**src/rtl/serial_subtractor_pkg.sv**
```systemverilog
// Shared definitions for the bit-serial subtractor: FSM state encoding and default width.
package serial_subtractor_pkg;

  localparam int WIDTH_DEF = 4;

  typedef enum logic [1:0] {
    IDLE  = 2'd0,
    SHIFT = 2'd1,
    DONE  = 2'd2
  } state_e;

endpackage

```
**src/rtl/serial_subtractor_full_subtractor.sv**
```systemverilog
// One-bit full subtractor: diff = a - b - borrow_in, with outgoing borrow.
module full_subtractor (
  input  logic a,
  input  logic b,
  input  logic borrow_in,
  output logic diff,
  output logic borrow_out
);

  assign diff       = a ^ b ^ borrow_in;
  assign borrow_out = (~a & b) | (~(a ^ b) & borrow_in);

endmodule

```
**src/rtl/serial_subtractor.sv**
```systemverilog
// Bit-serial subtractor: computes a - b - borrow_in one bit per cycle, LSB first,
// and publishes the difference and final borrow when the whole word is done.
module serial_subtractor
  import serial_subtractor_pkg::*;
#(
  parameter int WIDTH = WIDTH_DEF
) (
  input  logic             clk,
  input  logic             reset,
  input  logic             start,
  input  logic [WIDTH-1:0] a,
  input  logic [WIDTH-1:0] b,
  input  logic             borrow_in,
  output logic             busy,
  output logic             done,
  output logic [WIDTH-1:0] out,
  output logic             borrow_out
);

  localparam int CNT_W = $clog2(WIDTH + 1);
  localparam logic [CNT_W-1:0] LAST_BIT = CNT_W'(WIDTH - 1);

  state_e           state_q;
  logic [WIDTH-1:0] a_q;
  logic [WIDTH-1:0] b_q;
  logic [WIDTH-1:0] res_q;
  logic [WIDTH-1:0] out_q;
  logic             brw_q;
  logic             borrow_out_q;
  logic             busy_q;
  logic             done_q;
  logic [CNT_W-1:0] cnt_q;

  logic             diff_d;
  logic             brw_d;
  logic [WIDTH-1:0] res_d;

  full_subtractor u_fs (
    .a          (a_q[0]),
    .b          (b_q[0]),
    .borrow_in  (brw_q),
    .diff       (diff_d),
    .borrow_out (brw_d)
  );

  // New diff bit enters at the MSB so bit 0 lands at position 0 after WIDTH shifts.
  assign res_d = {diff_d, res_q[WIDTH-1:1]};

  always_ff @(posedge clk) begin
    if (reset) begin
      state_q      <= IDLE;
      a_q          <= '0;
      b_q          <= '0;
      res_q        <= '0;
      out_q        <= '0;
      brw_q        <= 1'b0;
      borrow_out_q <= 1'b0;
      busy_q       <= 1'b0;
      done_q       <= 1'b0;
      cnt_q        <= '0;
    end else begin
      busy_q <= (state_q == SHIFT);
      done_q <= (state_q == DONE);
      case (state_q)
        IDLE, DONE: begin
          if (start) begin
            a_q     <= a;
            b_q     <= b;
            brw_q   <= borrow_in;
            res_q   <= '0;
            cnt_q   <= '0;
            state_q <= SHIFT;
          end else begin
            state_q <= IDLE;
          end
        end
        SHIFT: begin
          a_q   <= {1'b0, a_q[WIDTH-1:1]};
          b_q   <= {1'b0, b_q[WIDTH-1:1]};
          brw_q <= brw_d;
          res_q <= res_d;
          cnt_q <= cnt_q + 1'b1;
          if (cnt_q == LAST_BIT) begin
            out_q        <= res_d;
            borrow_out_q <= brw_d;
            state_q      <= DONE;
          end
        end
        default: state_q <= IDLE;
      endcase
    end
  end

  assign busy       = busy_q;
  assign done       = done_q;
  assign out        = out_q;
  assign borrow_out = borrow_out_q;

endmodule
```
**config.mk**
```make
export PLATFORM = sky130hd
export DESIGN_NAME = serial_subtractor
export DESIGN_NICKNAME = d
export VERILOG_FILES = /design/src/rtl/serial_subtractor_pkg.sv /design/src/rtl/serial_subtractor_full_subtractor.sv /design/src/rtl/serial_subtractor.sv
export SDC_FILE = /design/constraint.sdc
export NUM_CORES = 1
export LEC_CHECK = 0
export BUFFER_PORTS_ARGS = -buffer_cell sky130_fd_sc_hd__buf_2
export CAP_MARGIN = 20
export CORE_MARGIN = 4
export CORE_UTILIZATION = 50
export CTS_CLUSTER_SIZE = 25
export DETAILED_ROUTE_END_ITERATION = 12
export GPL_TIMING_DRIVEN = 0
export PLACE_DENSITY_LB_ADDON = 0.25
export SKIP_LAST_GASP = 1
export SYNTH_ARGS = -nofsm -noshare
export SYNTH_HDL_FRONTEND = slang
export SYNTH_SLANG_ARGS = --single-unit
```
**constraint.sdc**
```tcl
create_clock -name clk -period 3.8 [get_ports clk]
set_input_delay 0.19 -clock clk [delete_from_list [all_inputs] [get_ports clk]]
set_output_delay 0.19 -clock clk [all_outputs]
set_load 0.01 [all_outputs]
```
==> results of run 1 <==
registers in the layout, indices dropped and copies added, names as in the netlist:
signal	count
res_q	3
busy	1
brw_q	1
cnt_q	3
done	1
a_q	4
state_q	2
b_q	4
borrow_out	1
out	4
critical path, stage by stage, from the launching register on:
cell                       delay [ns]
sky130_fd_sc_hd__dfxtp_1         0.38
sky130_fd_sc_hd__ha_1            0.16
sky130_fd_sc_hd__ha_1            0.12
sky130_fd_sc_hd__buf_2           0.20
sky130_fd_sc_hd__nand3b_1        0.19
sky130_fd_sc_hd__nand2_1         0.12
sky130_fd_sc_hd__a21oi_1         0.06
report_power, final:
part	internal, mW	switching (mW)
logic	0.0322	0.0389
registers	0.264	0.00741
clock network	0.107	0.0763
total	0.403	0.123
cell type report:
cell class / instances / area share, %
sequential: 24 / 39.6
multi-input combinational: 78 / 38.5
timing repair buffer: 18 / 7.43
buffer: 10 / 6.40
tap: 27 / 2.79
clock inverter: 1 / 2.48
clock buffer: 3 / 1.86
inverter: 3 / 0.929
worst paths after layout:
check	startpoint	end	cells past startpoint
worst max-delay path	cnt_q[0]	out[1]	6
worst min-delay path	reset	borrow_out	2
worst max register to register	cnt_q[0]	out[1]	6
worst min register to register	out[0]	out[0]	2
metal layers:
metal | global-route usage [%] | vias to the layer above | routed length (um)
met5 | 0 | - | 0
met3 | 2.54 | 4 | 86
met2 | 24.5 | 17 | 861
met4 | 10.2 | 0 | 51
met1 | 19.9 | 375 | 937
li1 | - | 432 | -
through the flow:
stage	hold slack, ns	total power [mW]	setup WS, ns	cell area (sq um)	utilization [%]
after floorplan	0.258	0.329	2.61	1040	-
final	0.0871	0.526	2.44	1210	61.8
after global routing	0.0852	0.549	2.32	1210	61.8
after detailed placement	0.431	0.348	2.44	1160	59.1
after global placement	0.424	0.347	2.48	1160	59.1
after CTS	0.0790	0.532	2.42	1210	61.8
cell families (layout without fill, tap and decap cells):
family,after synthesis,in the layout
AO/OA/AOI/OAI,23,23
adder cells (fa/ha/maj),3,3
buffers and inverters,13,35
flip-flops,24,24
AND/OR/NAND/NOR,52,52
cell usage after synthesis:
library cell,number,area share (%)
sky130_fd_sc_hd__a21oi_1,13,6.3
sky130_fd_sc_hd__a21oi_2,1,0.85
sky130_fd_sc_hd__a2bb2oi_1,1,0.85
sky130_fd_sc_hd__a311oi_1,2,1.7
sky130_fd_sc_hd__a311oi_2,5,7.2
sky130_fd_sc_hd__and2_1,1,0.60
sky130_fd_sc_hd__and2b_1,1,0.72
sky130_fd_sc_hd__buf_1,1,0.36
sky130_fd_sc_hd__buf_2,1,0.48
sky130_fd_sc_hd__buf_4,2,1.4
sky130_fd_sc_hd__buf_6,4,4.3
sky130_fd_sc_hd__clkbuf_1,1,0.36
sky130_fd_sc_hd__clkbuf_2,1,0.48
sky130_fd_sc_hd__dfxtp_1,24,46
sky130_fd_sc_hd__fa_1,1,1.9
sky130_fd_sc_hd__ha_1,2,2.4
sky130_fd_sc_hd__inv_1,3,1.1
sky130_fd_sc_hd__nand2_1,22,8.0
sky130_fd_sc_hd__nand2b_1,3,1.8
sky130_fd_sc_hd__nand3_1,13,6.3
sky130_fd_sc_hd__nand3b_1,1,0.72
sky130_fd_sc_hd__nor2_1,8,2.9
sky130_fd_sc_hd__nor2b_1,1,0.60
sky130_fd_sc_hd__nor3b_1,1,0.72
sky130_fd_sc_hd__o21a_1,1,0.72
sky130_fd_sc_hd__or2b_1,1,0.72
==> results.txt, run 1 <==
The number of nets handed over by synthesis was 130. For the worst setup path, the data arrival time is around 1.6 ns. The layout overhead on the synthesized area is 17.0%.

Buffers added to address setup during post-CTS repair amount to 0. The remaining global-route overflow is 0. The share of the cycle needed by the critical path after routing came out at between 30 and 40%. In the synthesized netlist, mux cells make up 0% of the area. The post-detailed-routing wire length is between 1500 and 2000 um. For this run, the total global-route usage over all layers was measured as 15.7%.

Summed over all failing endpoints, the final setup total negative slack is 0 ns. The simple-gate portion of the synthesized area is between 20% and 30%. The post-synthesis instance total came out at roughly 120. The number of nets still failing antenna checks after routing came out at 0.

The arithmetic-cell share of the synthesized area counting full adders, half adders and majority gates is 4.35%. The setup skew after layout is 0.00166 ns. The top cell types in the final layout, fill and taps aside, are sky130_fd_sc_hd__dfxtp_1, sky130_fd_sc_hd__nand2_1, sky130_fd_sc_hd__buf_2, sky130_fd_sc_hd__nand3_1, sky130_fd_sc_hd__a21oi_1. The number of port buffers came out at 18.

In this run the clock root is driven by a sky130_fd_sc_hd__clkbuf_4. The average cell area after synthesis came out at 9.01 sq um. Dividing the detail-routed via count by the number of cells gives 5.05. The starting density of the core is 52.8%. The CTS tree is yes. The xor and xnor fraction of the mapped netlist area came out at 0%. Of the cells placed in the final design, the portion with a size suffix greater than 1 is 26.3%. The total number of placement rows came out at 16. The detailed placer's ending HPWL came out at between 1000 and 1500 um. The ratio of total power to cell area is around 430 nW/um^2. After the flow finishes, the layout carries non-filler instances totaling 164. The footprint of the multi-input gates is 467 sq um. The total number of nets in the final design came out at 153.

Along the worst path, the maximum fanout reaches 9. The worst IR drop on VDD is 0.277 mV. Counting tap cells, the placed design contains a total of between 150 and 200 instances. Setup repair after global routing left no endpoint under its margin.

The worst path in the final design needs a cycle of 1.36 ns, including I/O delays and setup. The antenna cell count came out at 0. The sequential cell area is 480 sq um. The register-to-register path setup slack is 2.44 ns. The post-synthesis instance area is 1040 sq um. The total of endpoints with negative setup slack in the final report came out at 0. The number of H-tree levels came out at 1. The number of hold violations in the final report is 0. The number of global-route vias before repair is 721. The final-layout fill cell count is 189. The worst-margin pin slew came out at ~0.57 ns. 19 I/O pins were placed.

Across the run, the number of max-cap violations was 0. The total of cells resized after clock tree synthesis came out at 0. The share of the synthesized area in compound gates (AO/OA/AOI/OAI) came out at 17.6%. The die outline area came out at 2860 sq um. The total via count in the routed design is 828. In this run the deepest clock path goes through 2 buffers.

The count of yosys warnings during synthesis is 0. The number of hold buffers added after CTS is 0. The placeable core area came out at ~2000 sq um.

The flip-flop and latch count after synthesis came out at 24. The path class of the lowest-slack min-delay path is in -> reg. The source-to-sink clock delay at the later pin of the worst-skew pair came out at 0.32 ns. The x dimension of the die came out at 53.5 um.

The CTS buffer count came out at 3. After detailed routing, the number of remaining DRC violations is 0. The critical path required time came out at 3.99 ns. The worst slew margin relative to its limit is 62.0%.

The run finished with clean final reports. The worst setup path is launched from a flop. The iteration-0 DRC count of the detailed router is 12.

The post-synthesis cell type count is 26. Leaving out fill and tap cells, the most frequent cell in the layout is sky130_fd_sc_hd__dfxtp_1. The maximum clock rate came out at roughly 730 MHz. The analysis attributes to cell leakage a power of between 0.4 and 0.5 nW.

After synthesis, the largest family of logic cells by area is simple AND/OR/NAND/NOR gates. The maximum number of pins on one net before global-route repair came out at 15. The final count of pins violating max slew came to 0. The critical path is of the reg -> reg type.

The count of TritonRoute iterations in the first routing pass came out at 4. The share of the yosys chip area belonging to registers came out at 46.4%. STA classifies the critical path endpoint as a flop.

The clock transition at the register clock pins on the worst setup and hold paths after CTS is 0.13 ns. The height of the die is 53.5 um. After detailed routing, the average wire length per cell comes to between 10 and 15 um.

The initial antenna violation count came out at 0. The final estimated routing congestion in global placement is 0.751. The number of clock sinks is 24. The wire length of the first global-routing pass came out at between 3000 and 4000 um.
No activity file was read; power rests on OpenSTA's default activity.
==> inputs of run 2 (changes only) <==
Clock period 3.8 ns to 1.3 ns, I/O delays scaled along.
==> results.txt, run 2 (synthesis gave the netlist of run 1 again) <==
Status: complete, no violations (unchanged). The internal cell power is 1.19 mW (was 0.403 mW). The category of cells accounting for the largest share of critical-path delay was adder cells (was flip-flops). The total of max-cap violations came to 0 (unchanged). The worst IR drop on VDD is 0.814 mV (was 0.277 mV). The final-layout setup total negative slack is 0 ns (unchanged). The final-layout fill cell count was 176 (was 189). The critical path required time is 1.56 ns (was 3.99 ns). The summed area of non-filler cells in the final layout is 1300 sq um (was 1210 sq um).

The net switching power figure came out at 0.367 mW (was 0.123 mW). The count of TritonRoute iterations in the first routing pass came out at 4 (unchanged). The sequential group share of total power is 50.8% (was 51.6%). The setup skew after layout came out at 0.00295 ns (was 0.00166 ns).

Highest-count cells in the layout ignoring fill and taps: sky130_fd_sc_hd__nand2_1, sky130_fd_sc_hd__dfxtp_1, sky130_fd_sc_hd__buf_2, sky130_fd_sc_hd__nand3_1, sky130_fd_sc_hd__a21oi_1 (was sky130_fd_sc_hd__dfxtp_1, sky130_fd_sc_hd__nand2_1, sky130_fd_sc_hd__buf_2, sky130_fd_sc_hd__nand3_1, sky130_fd_sc_hd__a21oi_1). The path type of the worst setup path is reg -> reg (unchanged). The total number of placement rows is 16 (unchanged).

Setup repair after global routing missed its margin: false (unchanged). The final count of pins violating max slew is 0 (unchanged). The ratio of total power to cell area is 1200 nW/um^2 (was 433 nW/um^2). The sequential cell area is 483 sq um (was 480 sq um).

The kind of end point of the critical path was a flop (unchanged). The x dimension of the die came to 53.5 um (unchanged). The cell area after placement is 1160 sq um (unchanged). The die outline area is 2860 sq um (unchanged).

The source-to-sink clock delay at the later pin of the worst-skew pair came out at 0.32 ns (about the same). The critical path's largest stage delay came out at 0.55 ns (was 0.38 ns). The total of endpoints with negative setup slack in the final report is 0 (unchanged). The register-to-register path setup slack came out at 0.08 ns (was 2.44 ns).

The height of the die is 53.5 um (unchanged). The detailed placer's ending HPWL is 1390 um (unchanged). The antenna cell count came to 0 (unchanged). The routed wire length per instance is 11.9 um (was 11.8 um).

The maximum number of pins on one net before global-route repair is 15 (unchanged). The footprint of the multi-input gates was 472 sq um (was 467 sq um). The number of global-route vias before repair is 769 (was 721). The starting density of the core is 52.8% (unchanged).

The clock transition at the register clock pins on the worst setup and hold paths after CTS is 0.13 ns (about the same). The iteration-0 DRC count of the detailed router is 14 (was 12). The CTS buffer count is 3 (unchanged). The arrival time at the worst endpoint came out at 1.48 ns (was 1.56 ns). The minimum clock period after layout is 1.22 ns (was 1.36 ns). The number of top-level pins came out at 19 (unchanged). The global router's overall resource usage came out at 16.5% (was 15.7%). The category of the worst setup path launch point is a flop (unchanged). The remaining global-route overflow came out at 0 (unchanged). The path class of the lowest-slack min-delay path is in -> reg (unchanged).

The slowest cell on the critical path is sky130_fd_sc_hd__fa_1 (was sky130_fd_sc_hd__dfxtp_1). The number of H-tree levels came out at 1 (unchanged). The via-per-instance ratio is 5.05 (about the same).

The part of the power in combinational logic was 14.6% (was 13.5%). The CTS tree is yes (unchanged). The worst slew margin relative to its limit came out at 61.5% (was 62.0%). The wire length of the first global-routing pass came out at 3360 um (was 3190 um). The leakage power came out at 0.518 nW (was 0.486 nW). The share of the cycle needed by the critical path after routing came to 93.8% (was 35.9%). The number of nets still failing antenna checks after routing came out at 0 (unchanged).

The clock network fraction of design power is 34.6% (was 34.8%). The post-detailed-routing wire length was 2050 um (was 1940 um). The largest fanout on the critical path came out at 2 (was 9). The placeable core area came out at 1960 sq um (unchanged). The total number of nets in the final design came to 161 (was 153). The number of port buffers came out at 18 (unchanged). The final estimated routing congestion in global placement came to 0.751 (unchanged). The root buffer cell is sky130_fd_sc_hd__clkbuf_4 (unchanged). The total power draw came out at 1.56 mW (was 0.526 mW). The number of buffers between clock root and the deepest sink is 2 (unchanged). The initial antenna violation count came to 0 (unchanged).

The maximum clock rate came to 820 MHz (was 734 MHz). The smallest setup slack after layout is 0.0804 ns (was 2.44 ns). The remaining design rule violation count came out at 0 (unchanged). The layout overhead on the synthesized area came to 25.2% (was 17.0%). The worst-margin pin slew was 0.578 ns (was 0.570 ns). The switching share of power is 23.5% (was 23.3%). The total buffers and inverters traversed by the critical path came out at 1 (unchanged). The number of clock sinks was 24 (unchanged). The total via count in the routed design is 868 (was 828).

The worst setup timing slack at the placement stage is -0.0608 ns (was 2.44 ns). The fraction of layout instances using a drive strength above 1 came out at 29.0% (was 26.3%). Worst-path cell chain: inv_1 > fa_1 > nand3_1 > a21oi_1 (was ha_1 > ha_1 > buf_2 > nand3b_1 > nand2_1 > a21oi_1). The number of hold violations in the final report came out at 0 (unchanged).
-- run 2: cell count changes in the layout (fill, tap and decap cells not counted) --
cell	delta
sky130_fd_sc_hd__dfxtp_1	-2
sky130_fd_sc_hd__buf_4	+3
sky130_fd_sc_hd__dfxtp_2	+2
sky130_fd_sc_hd__ha_1	-2
sky130_fd_sc_hd__dlygate4sd3_1	+6
sky130_fd_sc_hd__ha_2	+2
sky130_fd_sc_hd__buf_2	-1
-- run 2: power by group through the flow --
stage	Combinational [mW]	Sequential [mW]	Clock, mW
global route	0.251	0.798	0.577
finish	0.228	0.793	0.540
global placement	0.205	0.808	0
detailed placement	0.208	0.810	0
CTS	0.227	0.793	0.552
floorplan	0.157	0.806	0
-- run 2: area by class of cell --
class	instances	share of cell area, %
sequential	24	37.2
multi-input combinational	78	36.4
timing repair buffer	27	13.3
buffer	9	5.59
tap	27	2.60
clock inverter	1	2.31
clock buffer	3	1.74
inverter	3	0.868
-- run 2: path summary, 6_finish.rpt --
check | to | depth (start not counted) | startpoint
worst max-delay path | out[3] | 4 | b_q[0]
worst min-delay path | a_q[0] | 3 | a[0]
worst max register to register | out[3] | 4 | b_q[0]
worst min register to register | out[3] | 2 | out[3]
-- run 2: metrics by stage --
stage | util, % | hold slack [ns] | std cells
detailed placement | 59.1 | 0.306 | 160
finish | 66.1 | 0.0197 | 172
CTS | 66.0 | 0.00916 | 172
floorplan | - | 0.133 | 115
global placement | 59.1 | 0.299 | 160
global route | 66.1 | 0.0161 | 172
-- run 2: worst register-to-register path, delay by kind of cell, from the launching register on --
| family | cells | cell delay, ns |
|---|---|---|
| adder cells (fa/ha/maj) | 1 | 0.55 |
| AND/OR/NAND/NOR | 1 | 0.07 |
| flip-flops | 1 | 0.36 |
| buffers and inverters | 1 | 0.06 |
| AO/OA/AOI/OAI | 1 | 0.12 |
-- run 2: per-layer routing --
metal / track usage [%] / routed length (um)
met1: 20.8 / 974
met2: 26.3 / 939
met3: 2.54 / 83
met4: 10.2 / 51
met5: 0 / 0
-- run 2: repair_timing --
item,4_1_cts,5_1_grt
hold buffers,6,0
pin swaps,2,5
setup buffers,2,1
endpoints found under the hold margin,7,0
cloned,0,0
endpoints found under the setup margin,4,5
resized for setup,3,3
==> inputs of run 3 (changes only) <==
Settings changed: CORE_MARGIN 4 to 2, RECOVER_POWER set to 100.
==> results.txt, run 3 (synthesis gave the netlist of run 1 again) <==
Status: complete, no violations (unchanged). The number of top-level pins came out at 19 (unchanged). The number of buffers between clock root and the deepest sink came out at 2 (unchanged). The number of nets still failing antenna checks after routing came out at 0 (unchanged). The worst-margin pin slew is 0.594 ns (was 0.578 ns).

The number of port buffers came to 18 (unchanged). The total number of placement rows came out at 16 (unchanged). The source-to-sink clock delay at the later pin of the worst-skew pair is 0.31 ns (was 0.32 ns).

The global router's overall resource usage came out at 17.9% (was 16.5%). The kind of end point of the critical path is a flop (unchanged). The most common cell after layout, fill and taps aside is sky130_fd_sc_hd__dfxtp_1.

The root buffer cell is sky130_fd_sc_hd__clkbuf_4 (unchanged). The register-to-register path setup slack came to 0.05 ns (was 0.08 ns). The critical path required time is 1.55 ns (was 1.56 ns). The path type of the worst setup path was reg -> reg (unchanged). The largest fanout on the critical path came out at 8 (was 2). The fraction of layout instances using a drive strength above 1 is 23.6% (was 29.0%). The total of endpoints with negative setup slack in the final report was 0 (unchanged). The category of the worst setup path launch point is a flop (unchanged). The detailed placer's ending HPWL came to 1410 um (was 1390 um). The final estimated routing congestion in global placement is 0.768 (was 0.751). The worst setup timing slack at the placement stage is -0.0289 ns (was -0.0608 ns). The maximum number of pins on one net before global-route repair came out at 15 (unchanged).

The total number of nets in the final design is 160 (was 161). The ratio of total power to cell area was 1210 nW/um^2 (was 1200 nW/um^2). The smallest setup slack after layout was 0.0537 ns (was 0.0804 ns). The iteration-0 DRC count of the detailed router came out at 16 (was 14).

The via-per-instance ratio is 5.13 (was 5.05). The clock transition at the register clock pins on the worst setup and hold paths after CTS is 0.14 ns (was 0.13 ns). The total via count in the routed design is 877 (was 868). The setup skew after layout came to 0.00921 ns (was 0.00295 ns). The number of global-route vias before repair came out at 793 (was 769). The number of hold violations in the final report is 0 (unchanged). The antenna cell count is 0 (unchanged).

The path class of the lowest-slack min-delay path is in -> reg (unchanged). The worst slew margin relative to its limit came to 60.4% (was 61.5%). The CTS tree was yes (unchanged).

The number of H-tree levels is 1 (unchanged). The CTS buffer count came out at 3 (unchanged). The final-layout setup total negative slack came out at 0 ns (unchanged). The arrival time at the worst endpoint is 1.50 ns (was 1.48 ns).

Highest-count cells in the layout ignoring fill and taps: sky130_fd_sc_hd__dfxtp_1, sky130_fd_sc_hd__nand2_1, sky130_fd_sc_hd__nand3_1, sky130_fd_sc_hd__a21oi_1, sky130_fd_sc_hd__buf_2 (was sky130_fd_sc_hd__nand2_1, sky130_fd_sc_hd__dfxtp_1, sky130_fd_sc_hd__buf_2, sky130_fd_sc_hd__nand3_1, sky130_fd_sc_hd__a21oi_1). The number of clock sinks is 24 (unchanged). The post-detailed-routing wire length is 2090 um (was 2050 um). The count of TritonRoute iterations in the first routing pass is 4 (unchanged).

The number of cells traversed by the worst hold path is 3 (unchanged). The starting density of the core is 52.8% (unchanged). The worst hold slack came to 0.00238 ns (was 0.0197 ns). The worst reg2reg path depth came out at 6 (was 4).

The final-layout fill cell count came out at 191 (was 176). The layout overhead on the synthesized area is 23.9% (was 25.2%). The x dimension of the die is 49.5 um (was 53.5 um).

The routed wire length per instance is 12.2 um (was 11.9 um). The maximum clock rate came out at 802 MHz (was 820 MHz). The wire length of the first global-routing pass is 3430 um (was 3360 um). The remaining global-route overflow is 0 (unchanged). The height of the die is 49.5 um (was 53.5 um). The total of max-cap violations was 0 (unchanged). The minimum clock period after layout is 1.25 ns (was 1.22 ns). The worst IR drop on VDD is 0.731 mV (was 0.814 mV). The remaining design rule violation count is 0 (unchanged). The final count of pins violating max slew was 0 (unchanged). The share of the cycle needed by the critical path after routing is 95.9% (was 93.8%). The leakage power is 0.488 nW (was 0.518 nW). The placeable core area was 1960 sq um (unchanged). The die outline area is 2450 sq um (was 2860 sq um). The fraction of the core area covered by cells at the end of the flow came to 65.4% (was 66.1%). The initial antenna violation count is 0 (unchanged).
==> run 3: area by class of cell <==
type	count	area [sq um]	area share, %
buffer	10	83.8	6.53
clock buffer	3	22.5	1.75
clock inverter	1	30.0	2.34
inverter	3	11.3	0.877
multi-input combinational	78	464	36.2
sequential	24	482	37.5
tap	27	33.8	2.63
timing repair buffer	25	156	12.2
==> run 3: report_power, final <==
part | internal [mW] | total [mW] | switching [mW]
sequential | 0.772 | 0.794 | 0.0220
clock | 0.312 | 0.535 | 0.223
combinational | 0.105 | 0.220 | 0.116
total | 1.19 | 1.55 | 0.361
==> run 3: timing repair <==
action,4_1_cts,5_1_grt
gates cloned,0,0
hold endpoints to repair,6,0
hold buffers,4,0
setup buffers,1,2
pin swaps,0,5
resized for setup,3,3
endpoints found under the setup margin,4,4
==> run 3: metrics by stage <==
stage	std cells	power, mW	area [sq um]
2_1_floorplan	115	0.962	1040
3_3_place_gp	160	1.01	1160
3_5_place_dp	160	1.02	1160
4_1_cts	169	1.56	1270
5_1_grt	171	1.62	1280
6_report	171	1.55	1280
==> run 3: layer usage <==
metal	up-vias	global-route usage [%]	wire (um)
li1	450	-	-
met1	411	23.1	961
met2	16	31.3	1060
met3	0	2.73	68
met4	0	4.17	0
met5	-	0	0
==> run 3: final timing paths <==
check / startpoint / endpoint
worst max-delay path: cnt_q[0] / state_q[0]
worst min register to register: out[0] / out[0]
worst max register to register: cnt_q[0] / state_q[0]
worst min-delay path: b[1] / b_q[1]
==> run 3: critical path, stage by stage (launching register included) <==
cell and delay (ns):
sky130_fd_sc_hd__dfxtp_2 0.34, sky130_fd_sc_hd__ha_1 0.19, sky130_fd_sc_hd__ha_2 0.17, sky130_fd_sc_hd__buf_6 0.12
sky130_fd_sc_hd__buf_12 0.12, sky130_fd_sc_hd__o21a_1 0.17, sky130_fd_sc_hd__nor2_1 0.07
